`src/rtl/xdma_pkg.sv`:
```
// Shared types and AXI encodings for the XDMA write receiver.
package xdma_pkg;

  typedef enum logic [1:0] {
    IDLE,
    DATA,
    RESP
  } xdma_wrx_state_e;

  localparam logic [1:0] AXI_RESP_OKAY   = 2'b00;
  localparam logic [1:0] AXI_RESP_SLVERR = 2'b10;
  localparam logic [1:0] AXI_BURST_INCR  = 2'b01;

endpackage

```
`src/rtl/xdma_write_receiver_if.sv`:
```
// AXI4 write-channel bundle (AW/W/B) between the remote XDMA backend and the receiver.
interface xdma_write_receiver_if #(
  parameter int unsigned AddrWidth = 32,
  parameter int unsigned DataWidth = 64,
  parameter int unsigned IdWidth   = 4
);
  localparam int unsigned StrbWidth = DataWidth / 8;

  logic [IdWidth-1:0]   aw_id;
  logic [AddrWidth-1:0] aw_addr;
  logic [7:0]           aw_len;
  logic [2:0]           aw_size;
  logic [1:0]           aw_burst;
  logic                 aw_valid;
  logic                 aw_ready;

  logic [DataWidth-1:0] w_data;
  logic [StrbWidth-1:0] w_strb;
  logic                 w_last;
  logic                 w_valid;
  logic                 w_ready;

  logic [IdWidth-1:0]   b_id;
  logic [1:0]           b_resp;
  logic                 b_valid;
  logic                 b_ready;

  modport master (
    output aw_id, aw_addr, aw_len, aw_size, aw_burst, aw_valid,
    input  aw_ready,
    output w_data, w_strb, w_last, w_valid,
    input  w_ready,
    input  b_id, b_resp, b_valid,
    output b_ready
  );

  modport slave (
    input  aw_id, aw_addr, aw_len, aw_size, aw_burst, aw_valid,
    output aw_ready,
    input  w_data, w_strb, w_last, w_valid,
    output w_ready,
    output b_id, b_resp, b_valid,
    input  b_ready
  );
endinterface

```
`src/rtl/xdma_write_receiver_fifo_v3.sv`:
```
// Generic FIFO (fifo_v3 drop-in); optional fall-through bypass when empty.
module fifo_v3 #(
  parameter bit          FALL_THROUGH = 1'b0,
  parameter int unsigned DATA_WIDTH   = 32,
  parameter int unsigned DEPTH        = 8
) (
  input  logic                  clk_i,
  input  logic                  rst_ni,
  input  logic [DATA_WIDTH-1:0] data_i,
  input  logic                  push_i,
  output logic                  full_o,
  output logic                  empty_o,
  output logic [DATA_WIDTH-1:0] data_o,
  input  logic                  pop_i
);
  localparam int unsigned PtrW = (DEPTH > 1) ? $clog2(DEPTH) : 1;
  localparam logic [PtrW-1:0] LastPtr = PtrW'(DEPTH - 1);

  logic [DATA_WIDTH-1:0] mem_q [DEPTH];
  logic [PtrW-1:0]       rd_q, wr_q;
  logic [PtrW:0]         cnt_q;
  logic                  mem_empty, do_push, do_pop;

  assign full_o    = (cnt_q == (PtrW + 1)'(DEPTH));
  assign mem_empty = (cnt_q == '0);
  assign empty_o   = FALL_THROUGH ? (mem_empty && !push_i) : mem_empty;
  assign data_o    = (FALL_THROUGH && mem_empty) ? data_i : mem_q[rd_q];
  // A bypassed push+pop on an empty FIFO never touches storage.
  assign do_push   = push_i && !full_o && !(FALL_THROUGH && mem_empty && pop_i);
  assign do_pop    = pop_i && !mem_empty;

  always_ff @(posedge clk_i or negedge rst_ni) begin
    if (!rst_ni) begin
      rd_q  <= '0;
      wr_q  <= '0;
      cnt_q <= '0;
    end else begin
      if (do_push) wr_q <= (wr_q == LastPtr) ? '0 : wr_q + PtrW'(1);
      if (do_pop)  rd_q <= (rd_q == LastPtr) ? '0 : rd_q + PtrW'(1);
      if (do_push && !do_pop)      cnt_q <= cnt_q + (PtrW + 1)'(1);
      else if (do_pop && !do_push) cnt_q <= cnt_q - (PtrW + 1)'(1);
    end
  end

  always_ff @(posedge clk_i) begin
    if (do_push) mem_q[wr_q] <= data_i;
  end
endmodule

```
`src/rtl/xdma_write_receiver.sv`:
```
// AXI4 write responder: buffers AW descriptors, splits bursts into addressed local beats, returns one B per burst.
module xdma_write_receiver
  import xdma_pkg::*;
#(
  parameter int unsigned AwFifoDepth = 4,
  parameter int unsigned AddrWidth   = 32,
  parameter int unsigned DataWidth   = 64,
  parameter int unsigned IdWidth     = 4,
  localparam int unsigned StrbWidth  = DataWidth / 8
) (
  input  logic                 clk_i,
  input  logic                 rst_ni,
  xdma_write_receiver_if.slave axi_dma,
  output logic [AddrWidth-1:0] write_addr_o,
  output logic [DataWidth-1:0] write_data_o,
  output logic [StrbWidth-1:0] write_strb_o,
  output logic                 write_last_o,
  output logic                 write_valid_o,
  input  logic                 write_ready_i,
  output logic                 busy_o
);
  typedef struct packed {
    logic [IdWidth-1:0]   id;
    logic [AddrWidth-1:0] addr;
    logic [7:0]           len;
    logic [2:0]           size;
    logic [1:0]           burst;
  } xdma_wrx_aw_desc_t;

  xdma_wrx_aw_desc_t    aw_desc, fifo_desc;
  xdma_wrx_state_e      state_q;
  logic [IdWidth-1:0]   cur_id_q;
  logic [AddrWidth-1:0] cur_addr_q;
  logic [7:0]           cur_len_q;
  logic [2:0]           cur_size_q;
  logic [8:0]           beat_cnt_q;
  logic                 err_q, drop_q, b_valid_q;
  logic                 fifo_full, fifo_empty, fifo_pop, w_hs, is_last;
  logic [AddrWidth-1:0] size_bytes, next_addr;

  assign aw_desc = '{id:    axi_dma.aw_id,
                     addr:  axi_dma.aw_addr,
                     len:   axi_dma.aw_len,
                     size:  axi_dma.aw_size,
                     burst: axi_dma.aw_burst};

  assign axi_dma.aw_ready = !fifo_full;

  fifo_v3 #(
    .FALL_THROUGH (1'b0),
    .DATA_WIDTH   ($bits(xdma_wrx_aw_desc_t)),
    .DEPTH        (AwFifoDepth)
  ) i_aw_fifo (
    .clk_i   (clk_i),
    .rst_ni  (rst_ni),
    .data_i  (aw_desc),
    .push_i  (axi_dma.aw_valid && !fifo_full),
    .full_o  (fifo_full),
    .empty_o (fifo_empty),
    .data_o  (fifo_desc),
    .pop_i   (fifo_pop)
  );

  assign fifo_pop   = (state_q == IDLE) && !fifo_empty;
  assign is_last    = (beat_cnt_q == {1'b0, cur_len_q});
  assign size_bytes = AddrWidth'(1) << cur_size_q;
  assign next_addr  = (cur_addr_q & ~(size_bytes - AddrWidth'(1))) + size_bytes;

  // Bursts flagged bad at start are drained locally; w_ready must not wait on the consumer.
  assign axi_dma.w_ready = (state_q == DATA) && (drop_q || write_ready_i);
  assign w_hs            = axi_dma.w_valid && axi_dma.w_ready;

  assign write_valid_o = (state_q == DATA) && !drop_q && axi_dma.w_valid;
  assign write_last_o  = (state_q == DATA) && is_last;
  assign write_addr_o  = cur_addr_q;
  assign write_data_o  = axi_dma.w_data;
  assign write_strb_o  = axi_dma.w_strb;
  assign busy_o        = (state_q != IDLE) || !fifo_empty;

  assign axi_dma.b_valid = b_valid_q;
  assign axi_dma.b_id    = cur_id_q;
  assign axi_dma.b_resp  = err_q ? AXI_RESP_SLVERR : AXI_RESP_OKAY;

  always_ff @(posedge clk_i or negedge rst_ni) begin
    if (!rst_ni) begin
      state_q    <= IDLE;
      cur_id_q   <= '0;
      cur_addr_q <= '0;
      cur_len_q  <= '0;
      cur_size_q <= '0;
      beat_cnt_q <= '0;
      err_q      <= 1'b0;
      drop_q     <= 1'b0;
      b_valid_q  <= 1'b0;
    end else begin
      unique case (state_q)
        IDLE: begin
          if (!fifo_empty) begin
            cur_id_q   <= fifo_desc.id;
            cur_addr_q <= fifo_desc.addr;
            cur_len_q  <= fifo_desc.len;
            cur_size_q <= fifo_desc.size;
            beat_cnt_q <= '0;
            err_q      <= (fifo_desc.burst != AXI_BURST_INCR);
            drop_q     <= (fifo_desc.burst != AXI_BURST_INCR);
            state_q    <= DATA;
          end
        end
        DATA: begin
          if (w_hs) begin
            beat_cnt_q <= beat_cnt_q + 9'd1;
            cur_addr_q <= next_addr;
            if (axi_dma.w_last != is_last) err_q <= 1'b1;
            if (is_last) begin
              state_q   <= RESP;
              b_valid_q <= 1'b1;
            end
          end
        end
        RESP: begin
          if (axi_dma.b_ready) begin
            b_valid_q <= 1'b0;
            state_q   <= IDLE;
          end
        end
        default: state_q <= IDLE;
      endcase
    end
  end
endmodule

```
`src/flat_wrapper.sv`:
```
// flat-port wrapper written by rule: the top's interface ports become plain ports
module xdma_write_receiver_flat import xdma_pkg::*;
#(
  parameter int unsigned AwFifoDepth = 4,
  parameter int unsigned AddrWidth   = 32,
  parameter int unsigned DataWidth   = 64,
  parameter int unsigned IdWidth     = 4,
  localparam int unsigned StrbWidth  = DataWidth / 8
)
  (clk_i, rst_ni, write_addr_o, write_data_o, write_strb_o, write_last_o, write_valid_o, write_ready_i, busy_o, axi_dma_aw_id, axi_dma_aw_addr, axi_dma_aw_len, axi_dma_aw_size, axi_dma_aw_burst, axi_dma_aw_valid, axi_dma_aw_ready, axi_dma_w_data, axi_dma_w_strb, axi_dma_w_last, axi_dma_w_valid, axi_dma_w_ready, axi_dma_b_id, axi_dma_b_resp, axi_dma_b_valid, axi_dma_b_ready);
  xdma_write_receiver_if #(.AddrWidth(AddrWidth), .DataWidth(DataWidth), .IdWidth(IdWidth)) axi_dma_i ();
  input  logic clk_i;
  input  logic rst_ni;
  output logic [AddrWidth-1:0] write_addr_o;
  output logic [DataWidth-1:0] write_data_o;
  output logic [StrbWidth-1:0] write_strb_o;
  output logic write_last_o;
  output logic write_valid_o;
  input  logic write_ready_i;
  output logic busy_o;
  input wire logic [$bits(axi_dma_i.aw_id)-1:0] axi_dma_aw_id;
  input wire logic [$bits(axi_dma_i.aw_addr)-1:0] axi_dma_aw_addr;
  input wire logic [$bits(axi_dma_i.aw_len)-1:0] axi_dma_aw_len;
  input wire logic [$bits(axi_dma_i.aw_size)-1:0] axi_dma_aw_size;
  input wire logic [$bits(axi_dma_i.aw_burst)-1:0] axi_dma_aw_burst;
  input wire logic [$bits(axi_dma_i.aw_valid)-1:0] axi_dma_aw_valid;
  output wire logic [$bits(axi_dma_i.aw_ready)-1:0] axi_dma_aw_ready;
  input wire logic [$bits(axi_dma_i.w_data)-1:0] axi_dma_w_data;
  input wire logic [$bits(axi_dma_i.w_strb)-1:0] axi_dma_w_strb;
  input wire logic [$bits(axi_dma_i.w_last)-1:0] axi_dma_w_last;
  input wire logic [$bits(axi_dma_i.w_valid)-1:0] axi_dma_w_valid;
  output wire logic [$bits(axi_dma_i.w_ready)-1:0] axi_dma_w_ready;
  output wire logic [$bits(axi_dma_i.b_id)-1:0] axi_dma_b_id;
  output wire logic [$bits(axi_dma_i.b_resp)-1:0] axi_dma_b_resp;
  output wire logic [$bits(axi_dma_i.b_valid)-1:0] axi_dma_b_valid;
  input wire logic [$bits(axi_dma_i.b_ready)-1:0] axi_dma_b_ready;
  assign axi_dma_i.aw_id = axi_dma_aw_id;
  assign axi_dma_i.aw_addr = axi_dma_aw_addr;
  assign axi_dma_i.aw_len = axi_dma_aw_len;
  assign axi_dma_i.aw_size = axi_dma_aw_size;
  assign axi_dma_i.aw_burst = axi_dma_aw_burst;
  assign axi_dma_i.aw_valid = axi_dma_aw_valid;
  assign axi_dma_aw_ready = axi_dma_i.aw_ready;
  assign axi_dma_i.w_data = axi_dma_w_data;
  assign axi_dma_i.w_strb = axi_dma_w_strb;
  assign axi_dma_i.w_last = axi_dma_w_last;
  assign axi_dma_i.w_valid = axi_dma_w_valid;
  assign axi_dma_w_ready = axi_dma_i.w_ready;
  assign axi_dma_b_id = axi_dma_i.b_id;
  assign axi_dma_b_resp = axi_dma_i.b_resp;
  assign axi_dma_b_valid = axi_dma_i.b_valid;
  assign axi_dma_i.b_ready = axi_dma_b_ready;
  xdma_write_receiver #(.AwFifoDepth(AwFifoDepth), .AddrWidth(AddrWidth), .DataWidth(DataWidth), .IdWidth(IdWidth)) u_core (.clk_i(clk_i), .rst_ni(rst_ni), .axi_dma(axi_dma_i), .write_addr_o(write_addr_o), .write_data_o(write_data_o), .write_strb_o(write_strb_o), .write_last_o(write_last_o), .write_valid_o(write_valid_o), .write_ready_i(write_ready_i), .busy_o(busy_o));
endmodule
```
`config.mk`:
```
export PLATFORM = sky130hd
export DESIGN_NAME = xdma_write_receiver_flat
export DESIGN_NICKNAME = d
export VERILOG_FILES = /design/src/rtl/xdma_pkg.sv /design/src/rtl/xdma_write_receiver_if.sv /design/src/rtl/xdma_write_receiver_fifo_v3.sv /design/src/rtl/xdma_write_receiver.sv /design/src/flat_wrapper.sv
export SDC_FILE = /design/constraint.sdc
export NUM_CORES = 1
export LEC_CHECK = 0
export ABC_AREA = 1
export BUFFER_PORTS_ARGS = -buffer_cell sky130_fd_sc_hd__buf_4
export CORE_ASPECT_RATIO = 0.5
export CORE_UTILIZATION = 30
export CTS_CLUSTER_DIAMETER = 200
export DETAILED_ROUTE_END_ITERATION = 8
export PLACE_DENSITY = 0.58
export SYNTH_ARGS = -nofsm -noshare
export SYNTH_HDL_FRONTEND = slang
export SYNTH_SLANG_ARGS = --single-unit
```
`constraint.sdc`:
```
create_clock -name clk_i -period 3 [get_ports clk_i]
set_input_delay 0.6 -clock clk_i [delete_from_list [all_inputs] [get_ports clk_i]]
set_output_delay 0.6 -clock clk_i [all_outputs]
set_load 0.02 [all_outputs]
```
======== Word level (Yosys, flattened, before mapping) ========
Memories as Yosys holds them, arrays and structs flattened.
Index checks and enable logic that the tools add are counted.
storage, ports and cells
  flip-flop bits (word level) ............. 68
  RAM bits ................................ 196
  memories kept ........................... 1
cells by class
  add/subtract/negate cells ............... 7
  eq/ne operators ......................... 13
  shift-type cells ........................ 1
  mux-type cells .......................... 26
  bitwise gates (word level) .............. 3
  reduce and logical (&&, ||, !) cells .... 29
memory list
  name                    depth  bits a word  rd ports  clocked after Yosys merged registers in  wr ports  RTL line                           source
  u_core.i_aw_fifo.mem_q  4      49           1         0                                        1         xdma_write_receiver_fifo_v3.sv:19  logic [DATA_WIDTH-1:0] mem_q [DEPTH];
operators by type and width
  kind                     number
  $mux W32                 2
  $pmux W32 S2             1
  $add A32 B32 Y32         1
  $and A32 B32 Y32         1
  $not A32 Y32             1
  $shl A1 B3 Y32 const A   1
  $sub A32 B1 Y32 const B  1
  $mux W9                  2
  $pmux W9 S2              1
  $mux W2                  7
  $reduce_and A4 Y1        3
  $logic_and A1 B1 Y1      11
  $add A9 B1 Y9 const B    1
  $eq A9 B8 Y1             1
  $mux W1                  8
  $reduce_bool A2 Y1       4
  $eq A2 B2 Y1 const B     3
  $mux W3                  2
  $ne A2 B1 Y1 const B     3
  $ne A2 B2 Y1 const B     3
  $pmux W2 S3              1
  $logic_not A1 Y1         5
  $add A2 B1 Y2 const B    2
  $pmux W1 S2              2
  11 further kinds         12

======== Longest topological paths before layout ========
Gate-level depths: netlist (run 1).
  depth in word-level cells ............... 8
  depth in mapped cells ................... 20
  mapped depth without buffers ............ 19

======== Hierarchy ========
A second synthesis (run 1) with hierarchy kept.
second synthesis, totals
  cells, all modules ...................... 1378
  area total of the unflattened synthesis .. 13376.6 um2
by module, submodules not included
  module               times used  cells an instance  area each (um2)  sequential area each (um2)
  fifo_v3              1           633                8536.9           6060.8
  xdma_write_receiver  1           745                4839.6           1526.5

======== Worst setup path before layout (run 1) ========
Ideal clock, no wire load.
  path kind ............................... register -> register
  from .................................... register u_core.i_aw_fifo.cnt_q[0]
  to ...................................... memory u_core.i_aw_fifo.mem_q[0][0] in the netlist's numbering (enable)
  arrival ................................. 2.918 ns
  data required time ...................... 2.544 ns
  slack ................................... -0.374 ns
  cell stages (with the launch flop) ...... 5
  clock period less this slack ............ 3.374 ns
  cell sequence ........................... dfrtp_1 > inv_1 > nand3_1 > nand2_1 > nor2_1
between the ends
  cells in the longest elaborated chain, start to end .. 6
ends and longest elaborated chain
  element                          RTL line                           source
  start: declaration               xdma_write_receiver_fifo_v3.sv:21  logic [PtrW:0] cnt_q;
  start signal: assignment         xdma_write_receiver_fifo_v3.sv:40  if (do_push && !do_pop) cnt_q <= cnt_q + (PtrW + 1)'(1);
  start signal: assignment         xdma_write_receiver_fifo_v3.sv:41  else if (do_pop && !do_push) cnt_q <= cnt_q - (PtrW + 1)'(1);
  $eq A3 B3 Y1 *                   xdma_write_receiver_fifo_v3.sv:24  assign full_o = (cnt_q == (PtrW + 1)'(DEPTH));
  $logic_not A1 Y1 *               -
  named net axi_dma_aw_ready       flat_wrapper.sv:27                 output wire logic [$bits(axi_dma_i.aw_ready)-1:0] axi_dma_aw_ready;
  $logic_and A1 B1 Y1              xdma_write_receiver.sv:57          .push_i (axi_dma.aw_valid && !fifo_full),
  $logic_and A1 B1 Y1 *            xdma_write_receiver_fifo_v3.sv:29  assign do_push = push_i && !full_o && !(FALL_THROUGH && mem_empty && pop_i);
  $mux W1 *                        xdma_write_receiver_fifo_v3.sv:46  if (do_push) mem_q[wr_q] <= data_i;
  $mux W1 (not written as such) *  xdma_write_receiver_fifo_v3.sv:46
  end: declaration                 xdma_write_receiver_fifo_v3.sv:19
The timed path passes the listed nets; every way through them passes the cells marked *.

======== Worst setup path after layout (run 1) ========
  from .................................... register u_core.cur_size_q[0]
  to ...................................... register u_core.cur_addr_q[13] (netlist: u_core.write_addr_o[13])
between the ends
  cells in the longest elaborated chain, start to end .. 7
ends and longest elaborated chain
  element                   RTL line                    source
  start: declaration        xdma_write_receiver.sv:35   logic [2:0] cur_size_q;
  start signal: assignment  xdma_write_receiver.sv:102  cur_size_q <= fifo_desc.size;
  $shl A1 B3 Y32 *          xdma_write_receiver.sv:66   assign size_bytes = AddrWidth'(1) << cur_size_q;
  $sub A32 B1 Y32           xdma_write_receiver.sv:67   assign next_addr = (cur_addr_q & ~(size_bytes - AddrWidth'(1))) + size_bytes;
  $not A32 Y32              xdma_write_receiver.sv:67
  $and A32 B32 Y32          xdma_write_receiver.sv:67
  $add A32 B32 Y32 *        xdma_write_receiver.sv:67
  $mux W32 *                xdma_write_receiver.sv:110  if (w_hs) begin
  $pmux W32 S2 *            xdma_write_receiver.sv:96   unique case (state_q)
  end signal: assignment    xdma_write_receiver.sv:100  cur_addr_q <= fifo_desc.addr;
  end signal: assignment    xdma_write_receiver.sv:112  cur_addr_q <= next_addr;
  end: declaration          xdma_write_receiver.sv:33   logic [AddrWidth-1:0] cur_addr_q;
Mark *: on every way between the ends. The rest lies on a longest branch, timed or not. The select of a mux whose other input is x is not followed.
A chain may end at the register's enable or synchronous reset.

==> metrics, run 1 <==
cell with the most instances after synthesis=nand2_1; Core ar.=40790 sq um; post-CTS sizing=0; initial antenna violation count=1; final setup vio count=0; Worst Tran Pin Value=0.8488 ns; largest net degree at the start of global routing=99; post-route cell area=14250 sq um; max frequency=0.3839 GHz; 1st-iter DRT viols=629; Placer Congestion=0.8683; Worst Setup EP=u_core.write_addr_o[13]$_DFFE_PN0P_; combinational power share=0.423; Final Hold Vio Count=0; gr ovfl total=0; number of port buffers=98; maximum VDD drop=0.0004702 V; area leader, netlist=edfxtp_1; slowest stage delay, CP=0.48 ns; min-delay worst type=input port to async pin; Worst R2R Setup Slack=0.39 ns; Worst Path Max Fanout=8; CTS tree=yes; P&R area growth vs syn=13.72%; H-Tree Depth=1; CP max stage cell=dfrtp_1; clock share of power=0.207; Reg2Reg Depth=14; hold_buf cts=0; top post-synthesis cells by area=edfxtp_1, dfrtp_1, nand2_1, buf_4, nor2_1; #FFs+latches synth=264; status=completed; critical path's most frequent cell=nand2_1; Die ar.=42640 sq um; Tcrit/Tclk final=0.8684; number of global-route vias before repair=7949; Mapped Nets=1393; Post-Route WL=30770 microns; min cycle time layout=2.605 ns; post-synth top area share=0.4697; WP data arrival=3.08 ns; Sum Neg Setup Slack=0 ns; clk buf depth=3; critical path startpoint category=flop; synthesized netlist cell count=1253; wire per inst=16.78 microns; Data required, critical path=3.47 ns; Placed Area=13430 sq um; critical path's top delay family=simple AND/OR/NAND/NOR gates; Layout Nets=1413; num ports=244; RR Startpoint=u_core.cur_size_q[0]$_DFFE_PN0P_; mean area per synthesized cell=10.00 sq um; register area share after synthesis=0.6055; clk_skew=0.007124 ns; Post-synth EDFFs=196; Yosys warning count=0; switching part of the total=0.4202; crit path cell chain=inv_2 -> nor2_1 -> inv_1 -> ha_1 -> nand2_1 -> inv_1 -> ha_1 -> nand2_1 -> nor3b_2 -> nand2_1 -> nand2_2 -> xor2_1 -> nand2_1 -> a21oi_1; setup bufs post-CTS=0; clock sink count=264; Max Cap Violations=0; Net Switching=6.354 mW; Cell Int Power=8.766 mW; reg2reg end=u_core.write_addr_o[13]$_DFFE_PN0P_; fraction of registers with async set/reset=0.2576; WP buf/inv=3; Cell Pwr Density=1061 nW/um^2; Max-slew headroom=0.4306; Unique masters post-synth=44; layout cells sized above 1=0.1570; CTS Root Cell=clkbuf_16; Post-Syn Area=12530 sq um; Crit. End Element=flop; unrepaired setup endpoints after global routing=false; die height=146.5 microns; first-pass GRT wire length=47290 microns; number of buffers created by CTS=27; ys flop type=edfxtp_1; Post-DP HPWL=20080 microns; Worst-path clk slew=0.06 ns; Crit Path Category=flop to flop; leak pwr=5.657 nW; vias per cell=4.708; critical path depth=14; Post-synth top cells=nand2_1, edfxtp_1, nor2_1; initial cell density of the core=0.3072; die span in x=291.0 microns; Pre-Repair DR Iteration Count=5; row count=52; Seq pwr share=0.370; Routed Antenna Nets=0; Clock Latency Late Sink=0.55 ns; Slew Limit Fails=0; via count=8635; DRC viols=0; total global-route track usage=0.1416; Critical path origin=u_core.cur_size_q[0]$_DFFE_PN0P_
[per-stage QoR]
step	hold slack [ns]	std cells	utilization	worst slack [ns]	power (mW)
2_1_floorplan	0.3044	1253	-	-0.3735	9.924
3_3_place_gp	0.4562	1784	0.3293	0.4783	12.04
3_5_place_dp	0.4554	1784	0.3293	0.4212	12.08
4_1_cts	0.05963	1833	0.3493	0.4163	15.24
5_1_grt	0.06064	1834	0.3493	0.1059	16.20
6_report	0.04149	1834	0.3493	0.3949	15.12
[cell type report]
cell class	count	area, sq um
Sequential cell	264	7590
Fill cell	4035	26540
Inverter	109	411.6
Antenna cell	1	2.502
Timing Repair Buffer	117	991.0
Clock inverter	18	125.1
Tap cell	540	675.6
Clock buffer	31	690.7
Multi-Input combinational cell	754	3764
[layer usage]
layer	global-route usage	share of wire	wire length, microns	vias up
met5	0	0	0	-
met4	0.04603	0.027	832	0
met3	0.02618	0.057	1759	74
met2	0.2171	0.45	13950	221
met1	0.2016	0.46	14230	4103
li1	-	-	-	4237
[state kept, by name (all words and copies together), names as in the netlist]
signal and count:
u_core.axi_dma.b_id 4, u_core.axi_dma.b_valid 1, u_core.beat_cnt_q 9, u_core.cur_len_q 8, u_core.cur_size_q 3, u_core.drop_q 1, u_core.err_q 1, u_core.i_aw_fifo.cnt_q 3
u_core.i_aw_fifo.mem_q 196, u_core.i_aw_fifo.rd_q 2, u_core.i_aw_fifo.wr_q 2, u_core.state_q 2, u_core.write_addr_o 32
[placed cells by master (no fill, tap or decap), drive strengths merged]
| cell | n |
|---|---|
| o21ai | 81 |
| o31ai | 1 |
| a21oi | 90 |
| fa | 1 |
| nand2 | 260 |
| o2111ai | 1 |
| inv | 108 |
| clkinvlp | 2 |
| ha | 11 |
| nor3 | 19 |
| nand3 | 50 |
| xor2 | 7 |
| nand4 | 10 |
| a221o | 23 |
| dfrtp | 68 |
| nor4 | 1 |
| o22ai | 14 |
| nor2 | 155 |
| diode | 1 |
| edfxtp | 196 |
| conb | 1 |
| bufinv | 1 |
| clkbuf | 31 |
| o221ai | 2 |
| nor3b | 1 |
| clkinv | 16 |
| buf | 117 |
| a31oi | 17 |
| xnor2 | 3 |
| o211ai | 2 |
| nand3b | 4 |
[logic make-up after synthesis]
logic type                 after synthesis  share of synthesized area
AOI/OAI and AO/OA                      231                     0.1073
and+or+nand+nor                        500                     0.1707
other                                    1                  0.0002993
adders and majority gates               12                    0.01258
DFF                                    264                     0.6055
xor gates and xnor gates                10                   0.006990
buffers and inverters                  235                    0.09656
[power by group through the flow]
stage / Sequential [mW] / Combinational, mW / Clock (mW)
after floorplan: 5.78 / 4.15 / 0
after global placement: 5.64 / 6.40 / 0
after detailed placement: 5.64 / 6.44 / 0
after CTS: 5.58 / 6.45 / 3.21
after global routing: 5.69 / 7.16 / 3.36
final: 5.59 / 6.40 / 3.13
[how the worst min path moves through the flow]
stage	slack (ns)	cells past startpoint	to
4_1_cts	0.06	2	u_core.write_addr_o[29]$_DFFE_PN0P_
3_3_place_gp	0.46	1	u_core.beat_cnt_q[8]$_DFFE_PN0P_
5_1_grt	0.06	2	u_core.write_addr_o[31]$_DFFE_PN0P_
6_report	0.04	2	u_core.write_addr_o[15]$_DFFE_PN0P_
2_1_floorplan	0.30	0	u_core.axi_dma.b_id[0]$_DFFE_PN0P_
3_5_place_dp	0.46	1	u_core.beat_cnt_q[8]$_DFFE_PN0P_
(Power assumes the default switching activity.)
==> run 2: changes to the inputs <==
CORE_ASPECT_RATIO = not set   (was 0.5)
CORE_MARGIN = 5   (was not set)
==> metrics, run 2 (synthesis gave the netlist of run 1 again) <==
post-CTS sizing=0; Net Switching=6.177 mW; reg2reg end=u_core.write_addr_o[28]$_DFFE_PN0P_; clock sink count=264; number of port buffers=98; post-route cell area=14260 sq um; initial cell density of the core=0.3048; number of global-route vias before repair=8364; Tcrit/Tclk final=0.8820; Placed Area=13390 sq um; Cell Pwr Density=1057 nW/um^2; CTS Root Cell=clkbuf_16; setup bufs post-CTS=0; Slew Limit Fails=0; slowest stage delay, CP=0.48 ns; leak pwr=5.671 nW; min-delay worst type=input port to async pin; Reg2Reg Depth=18; num ports=244; max frequency=0.3779 GHz; hold_buf cts=0; die span in x=214.4 microns; switching part of the total=0.4097; vias per cell=4.685; crit path cell chain=inv_2 -> nor2_1 -> inv_1 -> ha_1 -> nand2_1 -> inv_1 -> ha_1 -> inv_1 -> nor2_2 -> inv_2 -> nor2_2 -> nand3_1 -> nand2_2 -> nand2_1 -> nand2_1 -> nand2_1 -> a21oi_1 -> nor2_1; Clock Latency Late Sink=0.54 ns; gr ovfl total=0; Placer Congestion=0.9342; Data required, critical path=3.42 ns; final setup vio count=0; WP data arrival=3.07 ns; critical path's top delay family=simple AND/OR/NAND/NOR gates; Final Hold Vio Count=0; max FFs per register=196; number of buffers created by CTS=27; Max Cap Violations=0; Post-Route WL=32090 microns; Worst Tran Pin Value=0.6973 ns; Layout Nets=1415; wire per inst=17.55 microns; status=completed; Worst R2R Setup Slack=0.35 ns; Core ar.=41110 sq um; Cell Int Power=8.899 mW; WP buf/inv=5; CTS tree=yes; largest net degree at the start of global routing=67; Pre-Repair DR Iteration Count=5; via count=8565; layout cells sized above 1=0.1606; clk buf depth=3; critical path depth=18; total global-route track usage=0.1358; most common cell after layout, fill and taps aside=nand2_1; Routed Antenna Nets=0; clock share of power=0.219; Post-DP HPWL=21820 microns; Layout Utilization=0.3468; Max-slew headroom=0.5351; DRC viols=0; CP max stage cell=dfrtp_1; Critical path origin=u_core.cur_size_q[0]$_DFFE_PN0P_; critical path's most frequent cell=nand2_1; initial antenna violation count=5; RR Startpoint=u_core.cur_size_q[0]$_DFFE_PN0P_; row count=74; P&R area growth vs syn=13.78%; commonest cells after routing, fill and taps aside=nand2_1, edfxtp_1, nor2_1; Crit. End Element=flop; die height=214.4 microns; combinational power share=0.409; critical path startpoint category=flop; H-Tree Depth=1; Die ar.=45960 sq um; Worst Path Max Fanout=8; Crit Path Category=flop to flop; maximum VDD drop=0.0005915 V; Seq pwr share=0.372; unrepaired setup endpoints after global routing=false; clk_skew=0.01123 ns; Worst-path clk slew=0.06 ns; min cycle time layout=2.646 ns; 1st-iter DRT viols=534; first-pass GRT wire length=50090 microns; Biggest register=u_core.i_aw_fifo.mem_q
## run 2: cell types whose count changed in the layout (fill, tap and decap cells not counted), sizes merged
cell | previous run | this run
buf | 117 | 119
bufinv | 1 | 3
clkinv | 16 | 14
clkinvlp | 2 | 3
inv | 108 | 107
## run 2: worst max path at each step
| stage | endpoint | slack, ns |
|---|---|---|
| floorplan | u_core.i_aw_fifo.mem_q[0][0]$_DFFE_PP_ | -0.37 |
| detailed placement | u_core.write_addr_o[13]$_DFFE_PN0P_ | 0.39 |
| global placement | u_core.write_addr_o[20]$_DFFE_PN0P_ | 0.45 |
| CTS | u_core.write_addr_o[28]$_DFFE_PN0P_ | 0.37 |
| finish | u_core.write_addr_o[28]$_DFFE_PN0P_ | 0.35 |
| global route | u_core.write_addr_o[16]$_DFFE_PN0P_ | 0.08 |
## run 2: area by class of cell
| class | instances | area [sq um] |
|---|---|---|
| Fill cell | 4191 | 26850 |
| Sequential cell | 264 | 7589 |
| Multi-Input combinational cell | 754 | 3764 |
| Timing Repair Buffer | 119 | 955.9 |
| Clock buffer | 31 | 690.7 |
| Tap cell | 532 | 665.6 |
| Inverter | 109 | 411.6 |
| Clock inverter | 18 | 178.9 |
| Antenna cell | 1 | 2.502 |
## run 2: layer usage
layer  global-route usage  up-vias  part of all wire
met5                    0        -            0.0018
met3              0.03163      115             0.063
met1               0.1726     4011              0.42
met2               0.2207      192              0.47
li1                     -     4239                 -
met4              0.06292        8             0.043
## run 2: power groups by stage
| stage | sequential (mW) | combinational (mW) | clock [mW] |
|---|---|---|---|
| detailed placement | 5.67 | 6.27 | 0 |
| global route | 5.70 | 7.01 | 3.52 |
| finish | 5.60 | 6.17 | 3.30 |
| floorplan | 5.78 | 4.15 | 0 |
| global placement | 5.65 | 6.21 | 0 |
| CTS | 5.60 | 6.29 | 3.38 |
## run 2: per-stage QoR
step	total power, mW	TNS, ns	worst slack [ns]	instances	hold WS, ns
6_report	15.08	0	0.3539	1828	0.08710
5_1_grt	16.24	0	0.08378	1827	0.1340
4_1_cts	15.27	0	0.3732	1827	0.1217
3_5_place_dp	11.94	0	0.3886	1778	0.4740
3_3_place_gp	11.87	0	0.4466	1778	0.4440
2_1_floorplan	9.924	-73.22	-0.3735	1253	0.3044
